[src/rtl/lb_uart_rx_control_unit.sv]
// ---------------------------------------------------------------------------
// lb_uart_rx_control_unit
//
// Control FSM for a UART receiver. It watches the (already synchronised)
// serial line for a start bit, confirms it at the half-bit point, then times
// each following bit with a run-time prescale. It pulses `shift` in the middle
// of every bit after the start bit, so a separate datapath shift register can
// sample `rx` on that cycle. Once the last frame bit (data, optional parity,
// stop) has been shifted, it pulses `done`. Data, parity and framing checks
// are left to the datapath.
//
// Ports:
//   clk           system clock, all state on the rising edge
//   reset         asynchronous active-low reset (0 = reset)
//   bit8          1 = 8 data bits, 0 = 7 data bits
//   parity_en     1 = a parity bit follows the data bits
//   baudPrescale  bit period minus one, in clk cycles (20 bits)
//   cs            synchronous abort back to IDLE, blocks shift/done
//   rx            serial line, idle high
//   done          one-cycle pulse: frame complete
//   shift         one-cycle pulse: datapath samples rx this cycle
// ---------------------------------------------------------------------------
module lb_uart_rx_control_unit (
  input  logic        clk,
  input  logic        reset,
  input  logic        bit8,
  input  logic        parity_en,
  input  logic [19:0] baudPrescale,
  input  logic        cs,
  input  logic        rx,
  output logic        done,
  output logic        shift
);

  typedef enum logic [1:0] {
    IDLE  = 2'd0,
    START = 2'd1,
    DATA  = 2'd2,
    DONE  = 2'd3
  } state_t;

  state_t      state;
  state_t      state_next;
  logic [19:0] clk_cnt;
  logic [19:0] clk_cnt_next;
  logic [3:0]  bit_cnt;
  logic [3:0]  bit_cnt_next;
  logic [19:0] half_point;
  logic [3:0]  last_bit;

  // The start bit is re-checked at the half-bit point so that each later
  // sample lands one full period further on, i.e. mid-bit.
  assign half_point = baudPrescale >> 1;

  // Index of the final frame bit after the start bit: 7 or 8 data bits,
  // an optional parity bit, then the stop bit (frame length 8..10).
  assign last_bit = 4'd7 + {3'b000, bit8} + {3'b000, parity_en};

  // State and counter registers.
  always_ff @(posedge clk or negedge reset) begin
    if (!reset) begin
      state   <= IDLE;
      clk_cnt <= '0;
      bit_cnt <= '0;
    end else begin
      state   <= state_next;
      clk_cnt <= clk_cnt_next;
      bit_cnt <= bit_cnt_next;
    end
  end

  // Next-state logic plus the shift/done decode. cs overrides everything,
  // which also keeps shift and done low in any cycle where cs is high.
  always_comb begin
    state_next   = state;
    clk_cnt_next = clk_cnt;
    bit_cnt_next = bit_cnt;
    shift        = 1'b0;
    done         = 1'b0;

    if (cs) begin
      state_next   = IDLE;
      clk_cnt_next = '0;
      bit_cnt_next = '0;
    end else begin
      case (state)
        IDLE: begin
          clk_cnt_next = '0;
          bit_cnt_next = '0;
          if (!rx) begin
            state_next = START;
          end
        end

        START: begin
          if (clk_cnt == half_point) begin
            clk_cnt_next = '0;
            bit_cnt_next = '0;
            // A line that is high again at mid start bit was a glitch.
            state_next   = rx ? IDLE : DATA;
          end else begin
            clk_cnt_next = clk_cnt + 20'd1;
          end
        end

        DATA: begin
          if (clk_cnt == baudPrescale) begin
            shift        = 1'b1;
            clk_cnt_next = '0;
            bit_cnt_next = bit_cnt + 4'd1;
            // The stop bit is shifted like any other bit; its value is
            // the datapath's business.
            if (bit_cnt == last_bit) begin
              state_next = DONE;
            end
          end else begin
            clk_cnt_next = clk_cnt + 20'd1;
          end
        end

        DONE: begin
          done         = 1'b1;
          clk_cnt_next = '0;
          bit_cnt_next = '0;
          state_next   = IDLE;
        end

        default: begin
          state_next   = IDLE;
          clk_cnt_next = '0;
          bit_cnt_next = '0;
        end
      endcase
    end
  end

endmodule

[config.mk]
export PLATFORM = sky130hd
export DESIGN_NAME = lb_uart_rx_control_unit
export DESIGN_NICKNAME = d
export VERILOG_FILES = /design/src/rtl/lb_uart_rx_control_unit.sv
export SDC_FILE = /design/constraint.sdc
export NUM_CORES = 1
export LEC_CHECK = 0
export CELL_PAD_IN_SITES_DETAIL_PLACEMENT = 2
export CELL_PAD_IN_SITES_GLOBAL_PLACEMENT = 2
export CORE_AREA = 5 5 78 80
export CTS_CLUSTER_DIAMETER = 50
export CTS_CLUSTER_SIZE = 14
export DETAILED_ROUTE_END_ITERATION = 16
export DIE_AREA = 0 0 83 85
export GPL_ROUTABILITY_DRIVEN = 0
export PLACE_DENSITY = 0.81
export SYNTH_ARGS = -nofsm -noshare
export SYNTH_HDL_FRONTEND = slang
export SYNTH_SLANG_ARGS = --single-unit
export TNS_END_PERCENT = 100
[constraint.sdc]
create_clock -name clk -period 3.1 [get_ports clk]
set_input_delay 0.93 -clock clk [delete_from_list [all_inputs] [get_ports clk]]
set_output_delay 0.93 -clock clk [all_outputs]
set_load 0.05 [all_outputs]
# Word level (Yosys, flattened, before mapping)
# Cells that the tools add are included.
[word_totals]
register_bits = 26
inputBits = 26
output_inout_bits = 2
wordCells = 41
[op_classes]
add_sub_neg = 4
eq_ne = 10
n_mux = 20
reduce_logical = 4
[ops]
columns = ["op", "n"]
rows = [
  ["$mux W20", 3],
  ["$pmux W20 S3", 1],
  ["$add A20 B1 Y20 const B", 1],
  ["$eq A20 B19 Y1", 1],
  ["$eq A20 B20 Y1", 1],
  ["$mux W2", 6],
  ["$mux W4", 3],
  ["$ne A3 B3 Y1 const B", 4],
  ["$pmux W4 S3", 1],
  ["$pmux W2 S4", 1],
  ["$mux W1", 5],
  ["$add A3 B1 Y4 const A", 1],
  ["$add A4 B1 Y4", 1],
  ["$add A4 B1 Y4 const B", 1],
  ["$eq A2 B2 Y1 const B", 2],
  ["$eq A4 B4 Y1", 1],
  ["$reduce_and A4 Y1", 1],
  ["$eq A2 B1 Y1 const B", 1],
  ["$logic_not A2 Y1", 1],
  ["$reduce_and A2 Y1", 1],
  ["$reduce_or A2 Y1", 1],
]

# Logic depth before layout (Yosys ltp)
[logic_depth]
depth_word = 7
depth_mapped = 8
ltp_nobuf = 7

# Worst setup path before layout
# Ideal clock, no wire load.
[synth_timing]
path_type = "in2out"
startpoint = "in baudPrescale[3]"
endpoint = "out shift"
arrival_ns = 1.819
required_ns = 2.170
path_slack_ns = 0.351
path_stages = 4
path_buffers = 0
cell_sequence = "xnor2_1 nand4_1 nor3_2 and3_2"
[synth_between]
elab_chain_len = 4
[synth_lines]
columns = ["element", "line_no", "text"]
rows = [
  ["start: declaration", "28", "input logic [19:0] baudPrescale,"],
  ["$eq A20 B20 Y1", "107", "if (clk_cnt == baudPrescale) begin"],
  ["$mux W1", "107", ""],
  ["$mux W1", "86", "case (state)"],
  ["$mux W1", "81", "if (cs) begin"],
  ["end: declaration", "32", "output logic shift"],
]
# No other way between the ends.

# Worst setup path in the final report
[layout_timing]
startpoint = "in baudPrescale[6]"
endpoint = "out shift"
# The elaborated chain is that of the path after synthesis.

==> metrics.cfg <==
[die]
core_area_sq_um=5340
die-area_sq_um=7060
dieWidth_um=83
start_util_pct=34.4
die_h_um=85
io_pins=28
rows=27

[clocking]
clock_path_buffers=2
root_buffer=clkbuf_8
clk_latency_ns=0.27
cts_setup_buffers=0
clk_pin_slew_worst_paths_ns=0.09
cts.sinks=26
numCtsBuffers=3
cts_tree=built
cts-hold-fix-buffers=0
htreeDepth=1

[detailed_routing]
drt_iter0_drc=29
viasPerCell=5.09
vias=1597
first_pass_iters=4
drc=0
ant_nets=0
wl_per_cell_um=18.4
wl_mm=5.78

[logic_synthesis]
ys_seq_elements=26
synth_fa_ha_area_share_pct=2.04
synth.area.top_cells=dfrtp_1, xnor2_1, xor2_1
yosysUniqueCellTypes=34
synth_top_cell_by_area=dfrtp_1
postSynthCellCount=201
syn_nets=230
synth_compound_area_share_pct=6.47
ys_warn_count=0
netlist_area_sq_um=1840
postSynthAreaPerCell_sq_um=9.14
synth_top_area_share_pct=35.4
synthMuxAreaShare_pct=0
yosys.area_share.simple_pct=22.4
async_flop_share_pct=100
synthFlopType=dfrtp_1
synth_top_family_by_area=XOR/XNOR gates
yosysSeqAreaShare_pct=35.4
synth_edf_count=0
synthXorXnorAreaFrac_pct=27.6

[timing]
max_slew.worst_pin.slew_ns=0.632
fin_skew_ns=0.00663
drv_slew=0
slew_headroom_pct=57.5
fin_setup_tns_ns=0
fmax_ghz=0.327
layout_setup_ws_ns=0.0382
post-route-period-util_pct=98.8
min_period_ns=3.06
hold_violations=0
rsz0062_at_grt=false
finalSetupViolCount=0

[worst_hold_path]
whs_path_depth=1
hp-class=flip-flop to flip-flop

[grt]
antenna_found_initial=0
grtUsageTotal_pct=16.9
overflow=0
grt_pass1_vias=1839
grt_max_degree=27
grt_pass1_wl_mm=9.42

[final_layout]
layout_common_cells=xnor2_1, dfrtp_1, nor2_1
syn2layout_area_growth_pct=29.8
drive_gt1_share_pct=17.8
fill_cells=624
antenna_cells=0
final_net_count=273
layout_commonest_cell=xnor2_1

[critical_path]
critPathKind=primary input to primary output
setup.worst_path.start_class=primary input
required_ns=2.17
crit_path_end_kind=primary output
worstPathArrival_ns=2.13
path_max_fanout=2
rr_worst_depth=7

[placement]
preCtsSetupSlack_ns=-0.218
post-dp-hpwl_mm=4.55
numPortBuffers=27

[power]
leakagePower_uw=0.000988
irDropWorstVdd_mv=0.139
power_density_nw_per_um2=293

[flow_run]
max_cap_viol_count=0

[run_status]
status=finished, final reports clean

## layout make-up
cell class                      instances  area (sq um)  area share [%]
Tap cell                               72          90.1            3.78
Timing Repair Buffer                   50           450            18.9
Multi-Input combinational cell        156          1130            47.2
Clock buffer                            3          41.3            1.73
Sequential cell                        26           651            27.3
Inverter                                7          26.3            1.10
## sequential cells by signal, indices dropped and copies added, names as in the netlist
name     flops
bit_cnt      4
clk_cnt     20
state        2
## metrics by stage
stage / std cells / cell area, sq um / total power [uW] / utilization, % / hold WS (ns)
final: 314 / 2390 / 698 / 44.7 / 0.517
after global routing: 314 / 2390 / 736 / 44.7 / 0.553
after CTS: 314 / 2390 / 708 / 44.7 / 0.528
after detailed placement: 311 / 2320 / 514 / 43.4 / 0.515
after global placement: 311 / 2320 / 508 / 43.4 / 0.490
after floorplan: 201 / 1840 / 422 / - / 0.449
## worst max-delay path, cell delays in order
cell and delay [ns]:
dlygate4sd2_1 0.29, xnor2_2 0.18, nand4_1 0.13, nor3_2 0.23
and3_4 0.24, buf_12 0.14
## cells by family (layout without fill, tap and decap cells)
kind of cell	count (synthesis)	after routing
compound gates	16	16
simple gates	79	79
flops	26	26
fa+ha+maj	3	3
xor+xnor	58	58
buf+inv	19	60
## power by group
| group | switching (uW) | total, uW | internal (uW) |
|---|---|---|---|
| clock network | 109 | 196 | 87.3 |
| registers | 11.3 | 356 | 344 |
| logic | 70.4 | 146 | 75.9 |
| total | 191 | 698 | 508 |
## timing repair
action | CTS | global route
gates resized for setup | 28 | 0
pin swaps | 11 | 3
cloned | 0 | 0
endpoints found under the setup margin | 1 | 1
## cells in the mapped netlist, types with 3 or more instances
master / instances
nand4_1: 15
and3_1: 6
a21oi_1: 3
inv_1: 7
a31oi_1: 3
dfrtp_1: 26
nand2_1: 13
nand3_1: 4
nor2_1: 26
nor3_1: 3
xor2_1: 19
xnor2_1: 39
o21ai_0: 3
o31ai_1: 3
buf_6: 4
buf_2: 7
ha_1: 3
## path summary, 6_finish.rpt
path / startpoint / endpoint / slack [ns]
max reg2reg: clk_cnt[2]$_DFF_PN0_ / clk_cnt[1]$_DFF_PN0_ / 1.06
min: bit_cnt[3]$_DFFE_PN0P_ / bit_cnt[3]$_DFFE_PN0P_ / 0.52
max in group asynchronous: reset / clk_cnt[16]$_DFF_PN0_ / 1.80
min reg2reg: bit_cnt[3]$_DFFE_PN0P_ / bit_cnt[3]$_DFFE_PN0P_ / 0.52
max: baudPrescale[6] / shift / 0.04
min in group asynchronous: reset / clk_cnt[9]$_DFF_PN0_ / 1.03
## routing by layer
layer  track usage [%]  wire length [um]  vias up
met5                 0                 0        -
met4              6.09               133        0
met3              1.94               143       11
li1                  -                 -      754
met2              31.8              3100       28
met1              19.6              2400      804
Note: power is estimated with default switching activity, not from simulation.
